===== src/rtl/e16_mon_pkg.sv =====
// e16_mon_pkg: shared width, state encoding and legal output words for the e16 output monitor
package e16_mon_pkg;
  localparam int Y_W = 18;
  localparam int N_LEGAL = 17;
  typedef enum logic [1:0] {IDLE = 2'd0, ARMED = 2'd1, ALERT = 2'd2, LOCK = 2'd3} mon_state_t;
  localparam logic [Y_W-1:0] LEGAL [N_LEGAL] = '{
    18'h00000, 18'h00001, 18'h00002, 18'h00004, 18'h00008, 18'h00010, 18'h00020,
    18'h00200, 18'h01000, 18'h02000, 18'h04000, 18'h08000,
    18'h20800, 18'h10080, 18'h000C0, 18'h00C01, 18'h00D00
  };
endpackage


===== src/rtl/e16_code_check.sv =====
// e16_code_check: flags any output word outside the legal e16 word set
module e16_code_check
  import e16_mon_pkg::*;
(
  input  logic [Y_W-1:0] y,
  output logic           illegal
);
  always_comb begin
    illegal = 1'b1;
    for (int i = 0; i < N_LEGAL; i++) illegal = (y == LEGAL[i]) ? 1'b0 : illegal;
  end
endmodule


===== src/rtl/e16_out_monitor.sv =====
// e16_out_monitor: silent-run / illegal-word watchdog for e16 outputs; E16_MON_HIST_EN adds an 8-deep history buffer
module e16_out_monitor
  import e16_mon_pkg::*;
#(
  parameter int SILENT_LIMIT = 16,
  parameter int VIOL_LOCK    = 3
) (
  input  logic           clk,
  input  logic           rst,
  input  logic           start,
  input  logic           clear,
  input  logic [Y_W-1:0] y_vec,
`ifdef E16_MON_HIST_EN
  input  logic [2:0]     hist_idx,
  output logic [Y_W-1:0] hist_data,
`endif
  output logic           alarm,
  output logic           lock,
  output logic           silent_err,
  output logic           illegal_err,
  output logic [1:0]     viol_cnt,
  output logic [15:0]    act_cnt,
  output logic [1:0]     mon_state
);
  mon_state_t     state, state_n;
  logic [Y_W-1:0] y_q;
  logic [7:0]     silent_run;
  logic           illegal, armed, nz, silent_hit, ill_hit, viol;
  logic [1:0]     viol_nxt;
  e16_code_check u_chk (.y(y_q), .illegal(illegal));
  assign armed      = state == ARMED;
  assign nz         = |y_q;
  assign silent_hit = armed && silent_run == 8'(SILENT_LIMIT);
  assign ill_hit    = armed && illegal;
  assign viol       = silent_hit || ill_hit;
  assign viol_nxt   = (viol_cnt == 2'd3) ? 2'd3 : viol_cnt + 2'd1;
  always_ff @(posedge clk or posedge rst)
    if (rst) state <= IDLE;
    else state <= state_n;
  always_comb begin
    state_n = (state == IDLE && start) ? ARMED :
              (armed && viol) ? ((viol_nxt >= 2'(VIOL_LOCK)) ? LOCK : ALERT) :
              (state == ALERT && clear) ? ARMED : state;
  end
  always_comb begin
    alarm     = state == ALERT || state == LOCK;
    lock      = state == LOCK;
    mon_state = state;
  end
  // counters only move while ARMED; ALERT freezes everything until clear
  always_ff @(posedge clk or posedge rst)
    if (rst) begin
      y_q         <= '0;
      silent_run  <= '0;
      act_cnt     <= '0;
      viol_cnt    <= '0;
      silent_err  <= 1'b0;
      illegal_err <= 1'b0;
    end else begin
      y_q <= y_vec;
      if (armed) begin
        silent_run  <= nz ? 8'd0 : (silent_run == 8'hFF) ? silent_run : silent_run + 8'd1;
        act_cnt     <= act_cnt + 16'(nz);
        viol_cnt    <= viol ? viol_nxt : viol_cnt;
        silent_err  <= silent_err | silent_hit;
        illegal_err <= illegal_err | ill_hit;
      end else if (state == ALERT && clear) silent_run <= 8'd0;
    end
`ifdef E16_MON_HIST_EN
  logic [Y_W-1:0] hist [8];
  logic [2:0]     wp, rp;
  always_ff @(posedge clk or posedge rst)
    if (rst) begin
      wp <= '0;
      for (int i = 0; i < 8; i++) hist[i] <= '0;
    end else if (armed && nz) begin
      hist[wp] <= y_q;
      wp       <= wp + 3'd1;
    end
  assign rp        = wp - 3'd1 - hist_idx;
  assign hist_data = hist[rp];
`endif
endmodule

===== config.mk =====
export PLATFORM = sky130hd
export DESIGN_NAME = e16_out_monitor
export DESIGN_NICKNAME = d
export VERILOG_FILES = /design/src/rtl/e16_mon_pkg.sv /design/src/rtl/e16_code_check.sv /design/src/rtl/e16_out_monitor.sv
export SDC_FILE = /design/constraint.sdc
export NUM_CORES = 1
export LEC_CHECK = 0
export ABC_CLOCK_PERIOD_IN_PS = 2880
export CAP_MARGIN = 20
export CELL_PAD_IN_SITES_DETAIL_PLACEMENT = 0
export CELL_PAD_IN_SITES_GLOBAL_PLACEMENT = 1
export CORE_UTILIZATION = 41
export CTS_BUF_LIST = sky130_fd_sc_hd__clkbuf_8
export CTS_CLUSTER_DIAMETER = 40
export DETAILED_ROUTE_END_ITERATION = 12
export HOLD_SLACK_MARGIN = 0.02
export PLACE_DENSITY = 0.82
export SLEW_MARGIN = 25
export SYNTH_ARGS = -nofsm -noshare
export SYNTH_HDL_FRONTEND = slang
export SYNTH_SLANG_ARGS = --single-unit

===== constraint.sdc =====
create_clock -name clk -period 2.88 [get_ports clk]
set_clock_uncertainty 0.15 [all_clocks]
set_input_delay 0.288 -clock clk [delete_from_list [all_inputs] [get_ports clk]]
set_output_delay 0.288 -clock clk [all_outputs]
set_load 0.05 [all_outputs]

==> qor.yml <==
crit_path_start_kind: "flip-flop"
netlist_top_cells_area: "sky130_fd_sc_hd__dfrtp_1, sky130_fd_sc_hd__xnor2_1, sky130_fd_sc_hd__and3_1, sky130_fd_sc_hd__nand3_1, sky130_fd_sc_hd__o21ai_0"
vias_per_cell: 5.10
preCtsSetupSlack_ns: 0.620
gate_count_of_the_mapped_netlist: 198
mappedNetlistNets: 224
crit_slowest_cell: "sky130_fd_sc_hd__dfrtp_1"
cts.repair.resized: 0
final_cell_count_no_fill: 321
dp.final_hpwl_um: 3110
worst_ep_required_time_ns: 2.91
final_hold_violation_count: 0
numClockSinks: 48
grt_pass1_vias: 1611
yosysWarningCount: 0
placedInstanceArea_um2: 2700
synth_enable_flop_cells: 0
grt_pass1_wl_um: 7290
netlist-cell-type-count: 42
reg2regPathDepth: 10
worstSkewPairLatency_ns: 0.29
worstPathCellList: "nor4_1 -> and3_1 -> nand2_1 -> ha_1 -> ha_1 -> nand3_1 -> nor2_1 -> nand2_1 -> nor2_1 -> xnor2_1"
finalCoreUtilization_pct: 55.7
post_cts_hold_buffer_count: 0
postCtsSetupBuffers: 0
dp_cells: 313
max_freq_ghz: 0.438
average_instance_area_after_synthesis_um2: 10.9
rows: 26
total_iterations_of_the_first_detailed_routing_run: 5
syn_area_um2: 2150
grt_antenna_before_repair: 0
worst_slack_ns: 0.597
max_cap_viol_count: 0
drive_gt1_share_pct: 7.97
wl_per_cell_um: 13.1
max_slew_violation_count: 0
power.leakage_nw: 1.19
worstMarginPinSlew_ns: 0.574
die_h_um: 74.5
totalPowerFinal_mw: 1.74
worst_hold_path_type: "primary input to async pin"
globalRouteTotalUtil_pct: 17.5
io-pin-count: 46
r2r_setup_slack_ns: 0.60
number_of_nets_at_the_end_of_the_flow: 276
totalNegativeSetupSlack_ns: 0
gp_congestion: 0.788
post_synthesis_to_final_layout_area_growth_pct: 31.3
timing.final.crit_share_pct: 79.3
max_stage_delay_ns: 0.43
dr.first_iter.drc_count: 135
ys_dominant_reg_cell: "sky130_fd_sc_hd__dfrtp_1"
grt_overflow: 0
detailroute.via_count: 1638
die_x_um: 74.5
cp-end-kind: "flip-flop"
tritoncts: "yes"
cts_made_buffers: 5
power_per_cell_area_nw_per_um2: 617
holdWs_ns: 0.219
grt_start_max_net_pins: 28
timing.max_slew.rel_slack_pct: 61.7
crit_fanout: 5
clock_transition_time_at_the_flip_flop_clock_pins_of_the_worst_setup_and_hold_paths_ns: 0.09
cts-root-to-sink-buffers: 2
antenna-diode-count: 0
rsz0062_at_grt: "false"
critical_path_type: "flip-flop to flip-flop"
rr_endpoint: "act_cnt[14]"
vdd_drop_max_uv: 292
data_arrival_at_the_endpoint_of_the_critical_path_ns: 2.32
route.final.wire_length_um: 4220
final_antenna_net_count: 0
setup_violations: 0
status: "completed"
root_buffer: "sky130_fd_sc_hd__clkbuf_8"
synth_top_cell_area_share_pct: 55.7
placement.io_buffers: 45
yosysSeqAreaShare_pct: 55.7
die_area_um2: 5550
r2r_path_start: "y_q[13]"
drt_drc_violations_left: 0
fp.coreArea_um2: 5070
start_util_pct: 42.5
yosys.area.top_type: "sky130_fd_sc_hd__dfrtp_1"
clock_tree.htree_level_count: 2
ys_seq_elements: 48
layout.cell_area.non_filler_um2: 2830
asyncSetResetFlopFracSynth_pct: 100
post-route-min-period_ns: 2.28
registers in the layout, summed over array words and instances (netlist names):
name / flops
viol_cnt: 2
mon_state: 2
silent_run: 8
act_cnt: 16
y_q: 18
silent_err: 1
illegal_err: 1
critical path, delay by kind of cell (launching register included):
family	cells	cell delay [ns]
simple gates	7	1.07
flops	1	0.43
fa+ha+maj	2	0.41
xor+xnor	1	0.12
layout make-up:
class | instances | area [um2]
Clock inverter | 1 | 30.0
Inverter | 8 | 30.0
Timing Repair Buffer | 48 | 473
Multi-Input combinational cell | 139 | 911
Fill cell | 461 | 2250
Tap cell | 70 | 87.6
Sequential cell | 48 | 1200
Clock buffer | 7 | 96.3
routing by layer:
layer / global-route usage, % / part of all wire (%) / vias to the layer above
li1: - / - / 814
met1: 24.1 / 50 / 781
met2: 27.4 / 45 / 39
met3: 4.74 / 4.7 / 4
met4: 4.40 / 0.69 / 0
met5: 0 / 0 / -
worst max-delay path by stage:
stage,start,endpoint,slack [ns],cells after the start
6_report,y_q[13],act_cnt[14],0.60,10
5_1_grt,y_q[13],act_cnt[14],0.41,10
4_1_cts,y_q[13],act_cnt[14],0.59,10
3_5_place_dp,y_q[13],act_cnt[14],0.62,10
3_3_place_gp,y_q[5],act_cnt[14],0.67,10
2_1_floorplan,y_q[5],act_cnt[14],0.86,10
power breakdown:
part / internal, mW / switching (mW) / total, mW / leakage, nW
sequential: 0.731 / 0.0645 / 0.796 / 0.595
clock: 0.306 / 0.216 / 0.522 / 0.0645
combinational: 0.166 / 0.261 / 0.427 / 0.535
total: 1.20 / 0.541 / 1.74 / 1.19
Yosys cell counts (3+ instances only):
| cell | count |
|---|---|
| sky130_fd_sc_hd__and3_1 | 10 |
| sky130_fd_sc_hd__nor4b_1 | 5 |
| sky130_fd_sc_hd__dfrtp_1 | 48 |
| sky130_fd_sc_hd__nand2_1 | 13 |
| sky130_fd_sc_hd__o21ai_0 | 12 |
| sky130_fd_sc_hd__xor2_1 | 3 |
| sky130_fd_sc_hd__a21oi_1 | 7 |
| sky130_fd_sc_hd__nor4_1 | 4 |
| sky130_fd_sc_hd__mux2_2 | 3 |
| sky130_fd_sc_hd__ha_1 | 4 |
| sky130_fd_sc_hd__xnor2_1 | 12 |
| sky130_fd_sc_hd__nor2_1 | 15 |
| sky130_fd_sc_hd__nand3_1 | 12 |
| sky130_fd_sc_hd__nand3b_1 | 3 |
| sky130_fd_sc_hd__nand4_1 | 5 |
| sky130_fd_sc_hd__nor3_1 | 4 |
| sky130_fd_sc_hd__inv_1 | 8 |
placed cells by master (no fill, tap or decap), types with 2 or more instances in the layout:
master,count
sky130_fd_sc_hd__a21oi_1,7
sky130_fd_sc_hd__and2_1,2
sky130_fd_sc_hd__and3_1,10
sky130_fd_sc_hd__buf_4,3
sky130_fd_sc_hd__clkbuf_8,7
sky130_fd_sc_hd__clkdlybuf4s50_1,45
sky130_fd_sc_hd__dfrtp_1,48
sky130_fd_sc_hd__ha_1,4
sky130_fd_sc_hd__inv_1,7
sky130_fd_sc_hd__mux2_2,3
sky130_fd_sc_hd__nand2_1,13
sky130_fd_sc_hd__nand3_1,12
sky130_fd_sc_hd__nand3b_1,3
sky130_fd_sc_hd__nand4_1,5
sky130_fd_sc_hd__nor2_1,15
sky130_fd_sc_hd__nor2b_1,2
sky130_fd_sc_hd__nor3_1,4
sky130_fd_sc_hd__nor4_1,4
sky130_fd_sc_hd__nor4b_1,5
sky130_fd_sc_hd__nor4bb_1,2
sky130_fd_sc_hd__o21ai_0,12
sky130_fd_sc_hd__o31ai_1,2
sky130_fd_sc_hd__xnor2_1,12
sky130_fd_sc_hd__xor2_1,3
logic make-up after synthesis:
group	count (synthesis)	synth area share, %
AO/OA/AOI/OAI	34	10.6
XOR/XNOR	15	6.10
adder cells (fa/ha/maj)	4	2.32
buffers and inverters	11	1.97
flip-flops	48	55.7
multiplexers	4	2.03
AND/OR/NAND/NOR	82	21.2
Power figures use the tool's default switching activity.
